<file path="config.mk">
export PLATFORM = sky130hd
export DESIGN_NAME = alu_issue_flat
export DESIGN_NICKNAME = d
export VERILOG_FILES = /design/src/rtl/alu_pkg.sv /design/src/rtl/alu_issue_if.sv /design/src/rtl/alu_issue_alu.sv /design/src/rtl/alu_issue.sv /design/src/flat_wrapper.sv
export SDC_FILE = /design/constraint.sdc
export NUM_CORES = 1
export LEC_CHECK = 0
export CAP_MARGIN = 25
export CORE_ASPECT_RATIO = 2
export CORE_UTILIZATION = 55
export CTS_BUF_LIST = sky130_fd_sc_hd__clkbuf_4 sky130_fd_sc_hd__clkbuf_8 sky130_fd_sc_hd__clkbuf_16
export DETAILED_ROUTE_END_ITERATION = 12
export GPL_TIMING_DRIVEN = 1
export PLACE_DENSITY = 0.79
export RECOVER_POWER = 100
export SETUP_SLACK_MARGIN = 0.5
export SLEW_MARGIN = 20
export SYNTH_ARGS = -nofsm -noshare
export SYNTH_HDL_FRONTEND = slang
export SYNTH_SLANG_ARGS = --single-unit
</file>
<file path="constraint.sdc">
create_clock -name clk -period 2.8 [get_ports clk]
set_input_delay 0.28 -clock clk [delete_from_list [all_inputs] [get_ports clk]]
set_output_delay 0.28 -clock clk [all_outputs]
set_load 0.05 [all_outputs]
</file>
<file path="src/rtl/alu_pkg.sv">
// Shared definitions for the ALU issue unit: opcodes, FSM encodings and
// instruction field placement.
package alu_pkg;

  // Arithmetic opcodes (L=0)
  localparam logic [1:0] OP_ADD  = 2'b00;
  localparam logic [1:0] OP_SUB  = 2'b01;
  localparam logic [1:0] OP_NEGA = 2'b10;
  localparam logic [1:0] OP_NEGB = 2'b11;

  // Logic opcodes (L=1)
  localparam logic [1:0] OP_AND  = 2'b00;
  localparam logic [1:0] OP_OR   = 2'b01;
  localparam logic [1:0] OP_XOR  = 2'b10;
  localparam logic [1:0] OP_NOTA = 2'b11;

  typedef enum logic [1:0] {
    S_IDLE = 2'd0,
    S_READ = 2'd1,
    S_EXEC = 2'd2,
    S_WB   = 2'd3
  } state_t;

  // Register fields are placed in units of AW bits from the LSB;
  // Op sits directly above rd and L is the MSB.
  localparam int F_RB = 0;
  localparam int F_RA = 1;
  localparam int F_RD = 2;
  localparam int F_OP = 3;

  function automatic int instr_width(input int aw);
    return 3 + 3 * aw;
  endfunction

endpackage

</file>
<file path="src/rtl/alu_issue_if.sv">
// Instruction handshake between an instruction source and alu_issue.
// A transfer happens on a rising clock edge where in_valid and in_ready are both 1;
// the source holds in_valid and in_instr stable until that edge.
interface alu_issue_if #(
  parameter int AW = 2
) ();
  import alu_pkg::*;

  localparam int IW = instr_width(AW);

  logic          in_valid;
  logic          in_ready;
  logic [IW-1:0] in_instr;

  modport master (output in_valid, output in_instr, input in_ready);
  modport slave  (input in_valid, input in_instr, output in_ready);

endinterface

</file>
<file path="src/rtl/alu_issue_alu.sv">
// Combinational DW-bit ALU. Carry is bit DW of a DW+1-bit sum; in logic
// mode the carry and sign outputs are don't-care.
module alu #(
  parameter int DW = 4
) (
  output logic [DW-1:0] R,
  output logic          z,
  output logic          c,
  output logic          s,
  input  logic [DW-1:0] A,
  input  logic [DW-1:0] B,
  input  logic [1:0]    Op,
  input  logic          L
);
  import alu_pkg::*;

  logic [DW:0] sum;

  always_comb begin
    sum = '0;
    if (!L) begin
      unique case (Op)
        OP_ADD:  sum = {1'b0, A} + {1'b0, B};
        OP_SUB:  sum = {1'b0, A} + {1'b0, ~B} + {{DW{1'b0}}, 1'b1};
        OP_NEGA: sum = {1'b0, ~A} + {{DW{1'b0}}, 1'b1};
        OP_NEGB: sum = {1'b0, ~B} + {{DW{1'b0}}, 1'b1};
        default: sum = '0;
      endcase
    end else begin
      unique case (Op)
        OP_AND:  sum = {1'b0, A & B};
        OP_OR:   sum = {1'b0, A | B};
        OP_XOR:  sum = {1'b0, A ^ B};
        OP_NOTA: sum = {1'b0, ~A};
        default: sum = '0;
      endcase
    end
  end

  assign R = sum[DW-1:0];
  assign z = (sum[DW-1:0] == '0);
  assign c = sum[DW];
  assign s = sum[DW-1];

endmodule

</file>
<file path="src/rtl/alu_issue.sv">
// Sequential issue unit around the combinational ALU: fetches operands from
// an internal register bank, executes, and writes back result and flags.
module alu_issue
  import alu_pkg::*;
#(
  parameter int DW = 4,
  parameter int AW = 2
) (
  input  logic          clk,
  input  logic          reset,
  alu_issue_if.slave    iss,
  input  logic          ld_en,
  input  logic [AW-1:0] ld_addr,
  input  logic [DW-1:0] ld_data,
  input  logic [AW-1:0] dbg_addr,
  output logic [DW-1:0] dbg_data,
  output logic [DW-1:0] res,
  output logic          flag_z,
  output logic          flag_c,
  output logic          flag_s,
  output logic          done,
  output state_t        dbg_state
);

  localparam int NREG = 2 ** AW;
  localparam int IW   = instr_width(AW);

  state_t        state;
  logic [IW-1:0] instr_q;
  logic [DW-1:0] bank [NREG];
  logic [DW-1:0] a_q, b_q, r_q;
  logic          z_q, c_q, s_q;

  logic [DW-1:0] alu_r;
  logic          alu_z, alu_c, alu_s;

  logic [AW-1:0] rd, ra, rb;
  logic [1:0]    op;
  logic          lmode;

  assign rb    = instr_q[F_RB*AW +: AW];
  assign ra    = instr_q[F_RA*AW +: AW];
  assign rd    = instr_q[F_RD*AW +: AW];
  assign op    = instr_q[F_OP*AW +: 2];
  assign lmode = instr_q[IW-1];

  alu #(.DW(DW)) u_alu (
    .R  (alu_r),
    .z  (alu_z),
    .c  (alu_c),
    .s  (alu_s),
    .A  (a_q),
    .B  (b_q),
    .Op (op),
    .L  (lmode)
  );

  assign iss.in_ready = (state == S_IDLE);
  assign dbg_data     = bank[dbg_addr];
  assign dbg_state    = state;

  always_ff @(posedge clk or posedge reset) begin
    if (reset) begin
      state   <= S_IDLE;
      instr_q <= '0;
      a_q     <= '0;
      b_q     <= '0;
      r_q     <= '0;
      z_q     <= 1'b0;
      c_q     <= 1'b0;
      s_q     <= 1'b0;
      res     <= '0;
      flag_z  <= 1'b0;
      flag_c  <= 1'b0;
      flag_s  <= 1'b0;
      done    <= 1'b0;
      for (int i = 0; i < NREG; i++) bank[i] <= '0;
    end else begin
      done <= 1'b0;
      // The write-back below comes later in the block, so it overrides a
      // load to the same register on the same edge.
      if (ld_en) bank[ld_addr] <= ld_data;
      unique case (state)
        S_IDLE: begin
          if (iss.in_valid) begin
            instr_q <= iss.in_instr;
            state   <= S_READ;
          end
        end
        S_READ: begin
          a_q   <= bank[ra];
          b_q   <= bank[rb];
          state <= S_EXEC;
        end
        S_EXEC: begin
          r_q   <= alu_r;
          z_q   <= alu_z;
          c_q   <= alu_c;
          s_q   <= alu_s;
          done  <= 1'b1;
          state <= S_WB;
        end
        S_WB: begin
          bank[rd] <= r_q;
          res      <= r_q;
          flag_z   <= z_q;
          // Logic ops leave carry/sign from the last arithmetic op intact.
          if (!lmode) begin
            flag_c <= c_q;
            flag_s <= s_q;
          end
          state <= S_IDLE;
        end
        default: state <= S_IDLE;
      endcase
    end
  end

endmodule
</file>
<file path="src/flat_wrapper.sv">
// flat-port wrapper written by rule: the top's interface ports become plain ports
module alu_issue_flat import alu_pkg::*;
#(
  parameter int DW = 4,
  parameter int AW = 2
)
  (clk, reset, ld_en, ld_addr, ld_data, dbg_addr, dbg_data, res, flag_z, flag_c, flag_s, done, dbg_state, iss_in_valid, iss_in_instr, iss_in_ready);
  alu_issue_if #(.AW(AW)) iss_i ();
  input  logic clk;
  input  logic reset;
  input  logic ld_en;
  input  logic [AW-1:0] ld_addr;
  input  logic [DW-1:0] ld_data;
  input  logic [AW-1:0] dbg_addr;
  output logic [DW-1:0] dbg_data;
  output logic [DW-1:0] res;
  output logic flag_z;
  output logic flag_c;
  output logic flag_s;
  output logic done;
  output state_t dbg_state;
  input wire logic [$bits(iss_i.in_valid)-1:0] iss_in_valid;
  input wire logic [$bits(iss_i.in_instr)-1:0] iss_in_instr;
  output wire logic [$bits(iss_i.in_ready)-1:0] iss_in_ready;
  assign iss_i.in_valid = iss_in_valid;
  assign iss_i.in_instr = iss_in_instr;
  assign iss_in_ready = iss_i.in_ready;
  alu_issue #(.DW(DW), .AW(AW)) u_core (.clk(clk), .reset(reset), .iss(iss_i), .ld_en(ld_en), .ld_addr(ld_addr), .ld_data(ld_data), .dbg_addr(dbg_addr), .dbg_data(dbg_data), .res(res), .flag_z(flag_z), .flag_c(flag_c), .flag_s(flag_s), .done(done), .dbg_state(dbg_state));
endmodule
</file>
==> run metrics, run 1 <==
result of the run=finished clean; share of post-route cells with drive strength above 1=15.5%; power density over the cells=around 1300 nW/µm²; global placement routability congestion=0.878; area taken by multi-input logic gates=1640 µm²; most used flip-flop cell after synthesis=sky130_fd_sc_hd__dfrtp_1; endpoints failing setup=0; top cells by area, synth=sky130_fd_sc_hd__dfrtp_1, sky130_fd_sc_hd__mux4_2, sky130_fd_sc_hd__ha_1; core area=5180 µm²; first-iteration detailed-routing DRC count=59; net count of the finished layout=341; residual overflow from global routing=0; critical path startpoint category=primary input; Filler Cells Inserted=between 400 and 500; global-route wire length before repair=roughly 11,000 µm; synthesized area per cell=11.3 µm²; clock transition time at the flip-flop clock pins of the worst setup and hold paths=approximately 90 ps; number of global-route vias before repair=between 2k and 2.5k; most instantiated cells after synthesis=sky130_fd_sc_hd__dfrtp_1, sky130_fd_sc_hd__nand2_1, sky130_fd_sc_hd__o21ai_0; DRT Wirelength=between 6000 and 7000 µm; worst reg-to-reg path cell count=7; CTS Root Cell=sky130_fd_sc_hd__clkbuf_8; post-synthesis cell type count=42; register bit total from synthesis=49; post-synthesis to final-layout area growth=16.6%; die width=54.1 µm; destination of the worst hold path=u_core.flag_c; flip-flop and latch area=approximately 1200 µm²; post-route fraction of the period consumed by the critical path=between 80% and 90%; largest area contributor in the netlist=sky130_fd_sc_hd__dfrtp_1; R2R Path End=u_core.s_q; Power, Total=approximately 4.5 mW; number of top-level pins=36; number of hold violations in the final report=0; number of clock buffers inserted by TritonCTS=5; number of max-capacitance violations reported=0; first-pass detailed-route iteration total=4; crit-path max FO=4; sequential-to-total area share from yosys stat=between 40% and 50%; RSZ-0062 raised after global routing=no; post-synthesis instance total=between 200 and 300; CTS sink cnt=49; clock period minus worst slack=about 2300 ps; slew at the pin with the worst max-slew slack=around 1100 ps; most frequent cell after synthesis=sky130_fd_sc_hd__dfrtp_1; hold path startpoint=u_core.flag_c; total half-perimeter wirelength after legalization and detailed placement=approximately 5200 µm; routed vias/inst=5.96; Cell Int Power=roughly 2.4 mW; timing-limited maximum frequency=around 440 MHz; Psw=2.08 mW; Slew HR=approximately a quarter; maximum vdd ir drop=between 0.001 and 0.0015 V; Total Routing Usage GR=between 20 and 30%; # DRC=0; worst hold path stage count=2; proportion of power drawn by flip-flops and latches=a little over a third; Data required, critical path=2520 ps; arrival time worst endpoint=1970 ps; top-area cell type share of the netlist area=41.1%; CTS tree=done; async set or reset register ratio after synthesis=100%; die footprint=about 5700 µm²; vertical die dimension=~110 µm; count of pins over their slew limit=0; post-CTS setup buffers=0; share of power burned in combinational logic=55.2%; number of cell rows=37; total standard cell area after synthesis=~3000 µm²; initial cell density of the core=57.5%; total negative setup slack=0 ps; Leakage=1.54 nW; number of enable flip-flop cells after synthesis=0; type of the worst min-delay path=flip-flop to flip-flop; flop2flop setup slack=around 560 ps; clock group share of total power=9.6%; yosys warns=0; Switching Fraction=about 46%; start of the worst register-to-register path=u_core.b_q[1]; kind of critical path=primary input to output pin; Synthesized Nets=between 300 and 400; pin count of the biggest net entering global routing=32; Clk Latency, worst-skew pair=approximately 320 ps; number of antenna violations at the first check in global routing=0; IO Port Bufs=35; average wire per cell in the routed design=18.3 µm; number of diodes=0; type of destination of the critical path=output pin; maximum clock skew at final layout=just over 9 ps; total vias in the final route=2,150; largest buffer count on any clock path=2; number of routed nets with antenna violations=0; Clock H-tree levels=2
==> logic make-up (layout without fill, tap and decap cells) <==
kind of cell	Yosys count	in the layout	synth area share [%]
AO/OA/AOI/OAI	54	54	11.2
XOR/XNOR	3	3	0.881
adder cells (fa/ha/maj)	18	18	8.05
buffers and inverters	30	68	3.98
flip-flops	49	49	41.1
multiplexers	53	53	25.3
AND/OR/NAND/NOR	58	58	9.40
==> registers in the layout, indices dropped and copies added, names as in the netlist, 2 cells and up <==
register and flops:
u_core.res 4, u_core.dbg_state 2, u_core.b_q 4, u_core.r_q 3, u_core.bank 16, u_core.a_q 4, u_core.instr_q 9
==> critical path: stages <==
cell and delay (ps):
sky130_fd_sc_hd__dlygate4sd3_1 700, sky130_fd_sc_hd__mux4_2 550, sky130_fd_sc_hd__dlygate4sd2_1 440
==> timing repair <==
action                                 4_1_cts  5_1_grt
setup endpoints to repair                    4        3
gates resized for setup                      4        3
endpoints found under the hold margin        0        0
hold buffers                                 0        0
==> placed cells by master, fill, tap and decap left out, types with 5 or more instances in the layout <==
cell / instances
sky130_fd_sc_hd__mux4_2: 15
sky130_fd_sc_hd__inv_1: 19
sky130_fd_sc_hd__nand2_1: 29
sky130_fd_sc_hd__o21ai_0: 29
sky130_fd_sc_hd__a21oi_1: 6
sky130_fd_sc_hd__ha_1: 16
sky130_fd_sc_hd__mux2_2: 17
sky130_fd_sc_hd__dfrtp_1: 48
sky130_fd_sc_hd__nor2_1: 10
sky130_fd_sc_hd__mux2i_1: 20
sky130_fd_sc_hd__dlygate4sd3_1: 14
sky130_fd_sc_hd__clkbuf_8: 5
sky130_fd_sc_hd__clkdlybuf4s50_1: 17
==> how the worst max path moves through the flow <==
stage,from,endpoint,slack (ps),cells after the start
after detailed placement,dbg_addr[0],dbg_data[0],330,3
after CTS,u_core.b_q[0],u_core.z_q,570,6
after global routing,u_core.b_q[1],u_core.s_q,410,7
after floorplan,u_core.dbg_state[1],u_core.instr_q[0],730,4
final,dbg_addr[0],dbg_data[1],550,3
after global placement,dbg_addr[0],dbg_data[0],340,3
==> power groups by stage <==
stage | sequential, mW | clock (mW) | combinational [mW]
3_5_place_dp | 1.59 | 0 | 2.55
3_3_place_gp | 1.57 | 0 | 2.46
6_report | 1.58 | 0.431 | 2.48
4_1_cts | 1.58 | 0.449 | 2.53
5_1_grt | 1.65 | 0.471 | 2.69
2_1_floorplan | 1.62 | 0 | 1.77
==> per-layer routing <==
metal	vias to the layer above	global-route usage [%]	wire length, µm
li1	1033	-	-
met1	1072	28.3	2330
met2	30	50.0	3930
met3	15	4.43	129
met4	0	13.4	230
met5	-	0	0
==> final cells by class <==
class | instances | area share [%]
Tap cell | 58 | 2.09
Inverter | 20 | 2.16
Timing Repair Buffer | 40 | 10.7
Clock inverter | 3 | 0.719
Clock buffer | 5 | 1.98
Multi-Input combinational cell | 186 | 47.1
Sequential cell | 49 | 35.3
==> stage by stage <==
step	util (%)	worst slack, ps	cells	area, µm²	hold WS, ps
floorplan	-	732	265	2980	366
global placement	65.6	336	353	3400	474
detailed placement	65.6	331	353	3400	501
CTS	67.3	566	361	3490	359
global route	67.1	414	361	3480	526
finish	67.1	547	361	3480	507
No activity file was read; power rests on OpenSTA's default activity.
==> inputs of run 2 (changes only) <==
- clock period: 2.8 -> 2.2 ns (I/O delays scaled with it)
==> run 2 against run 1 <==
Effect of this change: routed wire length is 9.0% higher; register-to-register slack got worse by 440 ps; design area increased by 5.4%; combinational power grew 52%; via count rose by 8.5%; clock power is 34% higher; cell count rose by 5.3%; first-iteration DRC count decreased by 6.8%; clock-buffer cell count increased by 2; non-clock buffer count up 19; sequential cell count unchanged; critical path type is now flip-flop to flip-flop.
==> run metrics, run 2 (synthesized netlist as in run 1, its figures left out) <==
result of the run=finished clean; Clock H-tree levels=2; number of max-capacitance violations reported=0; first-iteration detailed-routing DRC count=between 50 and 60; number of top-level pins=36; average wire per cell in the routed design=approximately 19 µm; Cell Int Power=between 3 and 4 mW; CTS Root Cell=sky130_fd_sc_hd__clkbuf_8; IO Port Bufs=35; slew at the pin with the worst max-slew slack=1210 ps; number of diodes=0; post-route fraction of the period consumed by the critical path=between 90% and 100%; Data required, critical path=between 2000 and 2500 ps; timing-limited maximum frequency=between 400 and 500 MHz; CTS tree=done; die footprint=~5700 µm²; maximum clock skew at final layout=just under 8 ps; total negative setup slack=0 ps; Clk Latency, worst-skew pair=between 300 and 400 ps; Hold-fix buffers, CTS=0; Leakage=between 1.5 and 2 nW; DRT Wirelength=between 7000 and 8000 µm; number of antenna violations at the first check in global routing=0; number of clock buffers inserted by TritonCTS=5; Slew HR=19.4%; most common library cell in the layout ignoring fill and taps=sky130_fd_sc_hd__dfrtp_1; pin count of the biggest net entering global routing=50; number of routed nets with antenna violations=0; endpoints failing setup=0; kind of critical path=flip-flop to flip-flop; largest buffer count on any clock path=2; initial cell density of the core=a little under three fifths; max FFs per register=16; number of hold violations in the final report=0; Largest regs=u_core.bank x16, u_core.instr_q x9; post-route worst hold slack=just under 500 ps; vertical die dimension=~110 µm; type of the worst min-delay path=flip-flop to flip-flop; type of destination of the critical path=flip-flop; total vias in the final route=approximately 2.3k; clock transition time at the flip-flop clock pins of the worst setup and hold paths=about 90 ps; CTS sink cnt=49; arrival time worst endpoint=2250 ps; proportion of power drawn by flip-flops and latches=a little under a third; top library cells by usage in the layout, fill and taps aside=sky130_fd_sc_hd__dfrtp_1, sky130_fd_sc_hd__o21ai_0, sky130_fd_sc_hd__nand2_1, sky130_fd_sc_hd__buf_4, sky130_fd_sc_hd__mux2i_1; share of post-route cells with drive strength above 1=between 20% and 30%; Switching Fraction=45.8%; core area=5180 µm²; first-pass detailed-route iteration total=4; Psw=roughly 2.9 mW; routed vias/inst=approximately 6; die width=54.1 µm; share of power burned in combinational logic=approximately three fifths; RSZ-0062 raised after global routing=yes; net count of the finished layout=360; power density over the cells=1720 nW/µm²; total half-perimeter wirelength after legalization and detailed placement=~5500 µm; maximum vdd ir drop=roughly 0.0011 V; critical path startpoint category=flip-flop; number of cell rows=37; post-synthesis to final-layout area growth=22.9%; number of global-route vias before repair=approximately 2.4k; Biggest register=u_core.bank; global-route wire length before repair=about 12,000 µm; # DRC=0; residual overflow from global routing=0; clock period minus worst slack=between 2000 and 2500 ps; crit-path max FO=4; global placement routability congestion=0.861; Total Routing Usage GR=approximately 29%; clock group share of total power=under 10%; count of pins over their slew limit=0
run 2: power groups by stage:
| stage | clock network, mW | logic, mW | registers (mW) |
|---|---|---|---|
| after floorplan | 0 | 2.34 | 2.09 |
| after global placement | 0 | 3.40 | 1.97 |
| after detailed placement | 0 | 3.50 | 2.00 |
| after CTS | 0.586 | 3.83 | 1.95 |
| after global routing | 0.624 | 4.05 | 2.03 |
| final | 0.576 | 3.76 | 1.96 |
run 2: cell type report:
type	instances	area [µm²]
fill	391	1520
timing repair buffer	59	453
sequential	49	1230
inverter	20	75.1
clock buffer	7	90.1
clock inverter	1	7.51
tap	58	72.6
multi-input combinational	186	1740
run 2: final timing paths:
kind | from | end | slack, ps | depth (start not counted)
setup / recovery | u_core.b_q[0] | u_core.z_q | 120 | 6
hold / removal | u_core.flag_c | u_core.flag_c | 490 | 2
setup reg to reg | u_core.b_q[0] | u_core.z_q | 120 | 6
hold reg to reg | u_core.flag_c | u_core.flag_c | 490 | 2
max in group asynchronous | reset | u_core.b_q[1] | 630 | 3
min in group asynchronous | reset | u_core.bank[7] | 750 | 3
run 2: routing by layer:
| metal | vias to the layer above | global-route usage [%] | part of all wire [%] |
|---|---|---|---|
| met3 | 28 | 4.29 | 2.9 |
| met4 | 0 | 15.9 | 4.8 |
| met5 | - | 0 | 0 |
| met1 | 1168 | 29.8 | 33 |
| li1 | 1067 | - | - |
| met2 | 69 | 51.7 | 59 |
run 2: critical path: stages (launching register included):
cell and delay [ps]:
sky130_fd_sc_hd__dfrtp_1 460, sky130_fd_sc_hd__ha_4 200, sky130_fd_sc_hd__fa_1 470, sky130_fd_sc_hd__inv_1 40, sky130_fd_sc_hd__mux4_2 470, sky130_fd_sc_hd__a22oi_2 190, sky130_fd_sc_hd__o32ai_2 110
run 2: stage by stage:
| step | setup slack [ps] | area (µm²) | utilization [%] | total power [mW] | instances |
|---|---|---|---|---|---|
| CTS | 117 | 3740 | 72.2 | 6.37 | 379 |
| finish | 125 | 3670 | 70.7 | 6.30 | 380 |
| global route | 46.2 | 3670 | 70.7 | 6.70 | 380 |
| floorplan | 274 | 3030 | - | 4.42 | 265 |
| detailed placement | 60.7 | 3500 | 67.5 | 5.50 | 360 |
| global placement | 126 | 3500 | 67.5 | 5.36 | 360 |
run 2: what timing repair did:
| item | 4_1_cts | 5_1_grt |
|---|---|---|
| cloned | 0 | 0 |
| endpoints found under the setup margin | 16 | 11 |
| pin swaps | 6 | 3 |
| gates resized for setup | 25 | 7 |
| buffers inserted | 11 | 1 |
==> inputs of run 3 (changes only) <==
- CTS_CLUSTER_DIAMETER: unset -> 60
- SETUP_SLACK_MARGIN: 0.5 -> unset
- SLEW_MARGIN: 20 -> 15
==> run 3 against run 2 <==
Effect of this change: first-iteration DRC count fell by 13%; global-route usage increased by 0.44 points; total power is 5.3% lower; maximum frequency shrank 2.9%; routed wire length rose by 0.15%; largest power group unchanged; highest routed layer unchanged.
==> run metrics, run 3 (synthesized netlist as in run 1, its figures left out) <==
first-pass detailed-route iteration total=4; total vias in the final route=approximately 2.3k; post-route worst hold slack=a little under 500 ps; R2R Path End=u_core.z_q; number of cell rows=37; CTS sink cnt=49; Power, Total=about 6.0 mW; # DRC=0; number of routed nets with antenna violations=0; start of the worst register-to-register path=u_core.b_q[0]; global routing met2 resource utilization=roughly 52%; first-iteration detailed-routing DRC count=48; type of the worst min-delay path=flip-flop to flip-flop; Clk Latency, worst-skew pair=around 300 ps; endpoints failing setup=0; most common library cell in the layout ignoring fill and taps=sky130_fd_sc_hd__dfrtp_1; Most Crowded Layer GR=met2; Data required, critical path=between 2000 and 2500 ps; GRT met1 Usage=about 30%; IO Port Bufs=35; number of max-capacitance violations reported=0; number of global-route vias before repair=2,452; Biggest register=u_core.bank; maximum clock skew at final layout=~7.5 ps; capture point of the worst path=u_core.z_q; total negative setup slack=0 ps; crit-path max FO=5; utilization after layout=about two thirds; Largest regs=u_core.bank x16, u_core.instr_q x9; Slew HR=about a fifth; hold path startpoint=u_core.flag_c; number of antenna violations at the first check in global routing=0; die footprint=between 5000 and 6000 µm²; count of pins over their slew limit=0; max FFs per register=16; clock transition time at the flip-flop clock pins of the worst setup and hold paths=~90 ps; routed vias/inst=slightly above 6; power density over the cells=1680 nW/µm²; die width=54.1 µm; vertical die dimension=~110 µm; number of clock buffers inserted by TritonCTS=5; timing startpoint of the critical path=u_core.b_q[0]; critical path startpoint category=flip-flop; global-route wire length before repair=approximately 12,000 µm; result of the run=finished clean; share of post-route cells with drive strength above 1=20.4%; Leakage=1.59 nW; average wire per cell in the routed design=about 19 µm; number of top-level pins=36; Total Routing Usage GR=29.3%; initial cell density of the core=a little under three fifths; arrival time worst endpoint=between 2000 and 2500 ps; top library cells by usage in the layout, fill and taps aside=sky130_fd_sc_hd__dfrtp_1, sky130_fd_sc_hd__nand2_1, sky130_fd_sc_hd__o21ai_0, sky130_fd_sc_hd__mux2i_1, sky130_fd_sc_hd__inv_1; worst reg-to-reg path cell count=6; number of hold violations in the final report=0; flop2flop setup slack=around 62 ps; CTS Root Cell=sky130_fd_sc_hd__clkbuf_8; post-synthesis to final-layout area growth=19.1%; number of diodes=0; pin count of the biggest net entering global routing=50; largest buffer count on any clock path=2; core area=slightly above 5000 µm²; global placement routability congestion=between 0.8 and 0.9; RSZ-0062 raised after global routing=yes; DRT Wirelength=approximately 7200 µm; type of destination of the critical path=flip-flop; maximum vdd ir drop=0.000963 V; clock period minus worst slack=about 2100 ps; slew at the pin with the worst max-slew slack=approximately 1200 ps; post-route fraction of the period consumed by the critical path=about 100%; total half-perimeter wirelength after legalization and detailed placement=~5800 µm; residual overflow from global routing=0; Hold-fix buffers, CTS=0; net count of the finished layout=351; kind of critical path=flip-flop to flip-flop; CTS tree=done; timing-limited maximum frequency=468 MHz; Clock H-tree levels=2; met3 track demand over resource=3.43%; Filler Cells Inserted=between 400 and 500
## run 3: critical path, stage by stage, from the launching register on
cell and delay (ps):
sky130_fd_sc_hd__dfrtp_2 450, sky130_fd_sc_hd__ha_1 250, sky130_fd_sc_hd__fa_1 490, sky130_fd_sc_hd__inv_1 40
sky130_fd_sc_hd__mux4_2 450, sky130_fd_sc_hd__a22oi_1 230, sky130_fd_sc_hd__o32ai_2 100
## run 3: routing by layer
layer	vias to the layer above	wire length, µm
met3	36	203
met2	73	4190
met1	1129	2400
li1	1051	-
met5	-	0
met4	0	437
## run 3: what timing repair did
item	4_1_cts	5_1_grt
setup endpoints to repair	0	5
gates resized for setup	0	5
setup buffers	0	1
## run 3: how the worst min path moves through the flow
stage | to | slack (ps) | cells after the start
2_1_floorplan | u_core.dbg_state[1] | 310 | 1
4_1_cts | u_core.instr_q[8] | 450 | 3
3_5_place_dp | u_core.flag_c | 480 | 2
5_1_grt | u_core.flag_c | 510 | 2
6_report | u_core.flag_c | 490 | 2
3_3_place_gp | u_core.flag_c | 470 | 2
## run 3: area by class of cell
| type | count | area, µm² | area share (%) |
|---|---|---|---|
| clock inverter | 1 | 8.76 | 0.247 |
| sequential | 49 | 1230 | 34.6 |
| timing repair buffer | 50 | 432 | 12.2 |
| clock buffer | 7 | 96.3 | 2.71 |
| tap | 58 | 72.6 | 2.04 |
| inverter | 20 | 75.1 | 2.11 |
| multi-input combinational | 186 | 1640 | 46.1 |
## run 3: where the power goes
group | internal, mW | leakage, nW | switching [mW]
clock | 0.291 | 0.0549 | 0.309
sequential | 1.36 | 0.588 | 0.605
combinational | 1.59 | 0.944 | 1.81
total | 3.24 | 1.59 | 2.72
## run 3: metrics by stage
step,area [µm²],worst slack [ps],std cells
after floorplan,2980,132,265
after global placement,3460,111,362
after detailed placement,3460,62.5,362
after CTS,3560,42.4,370
after global routing,3550,-58.1,371
final,3550,62.4,371
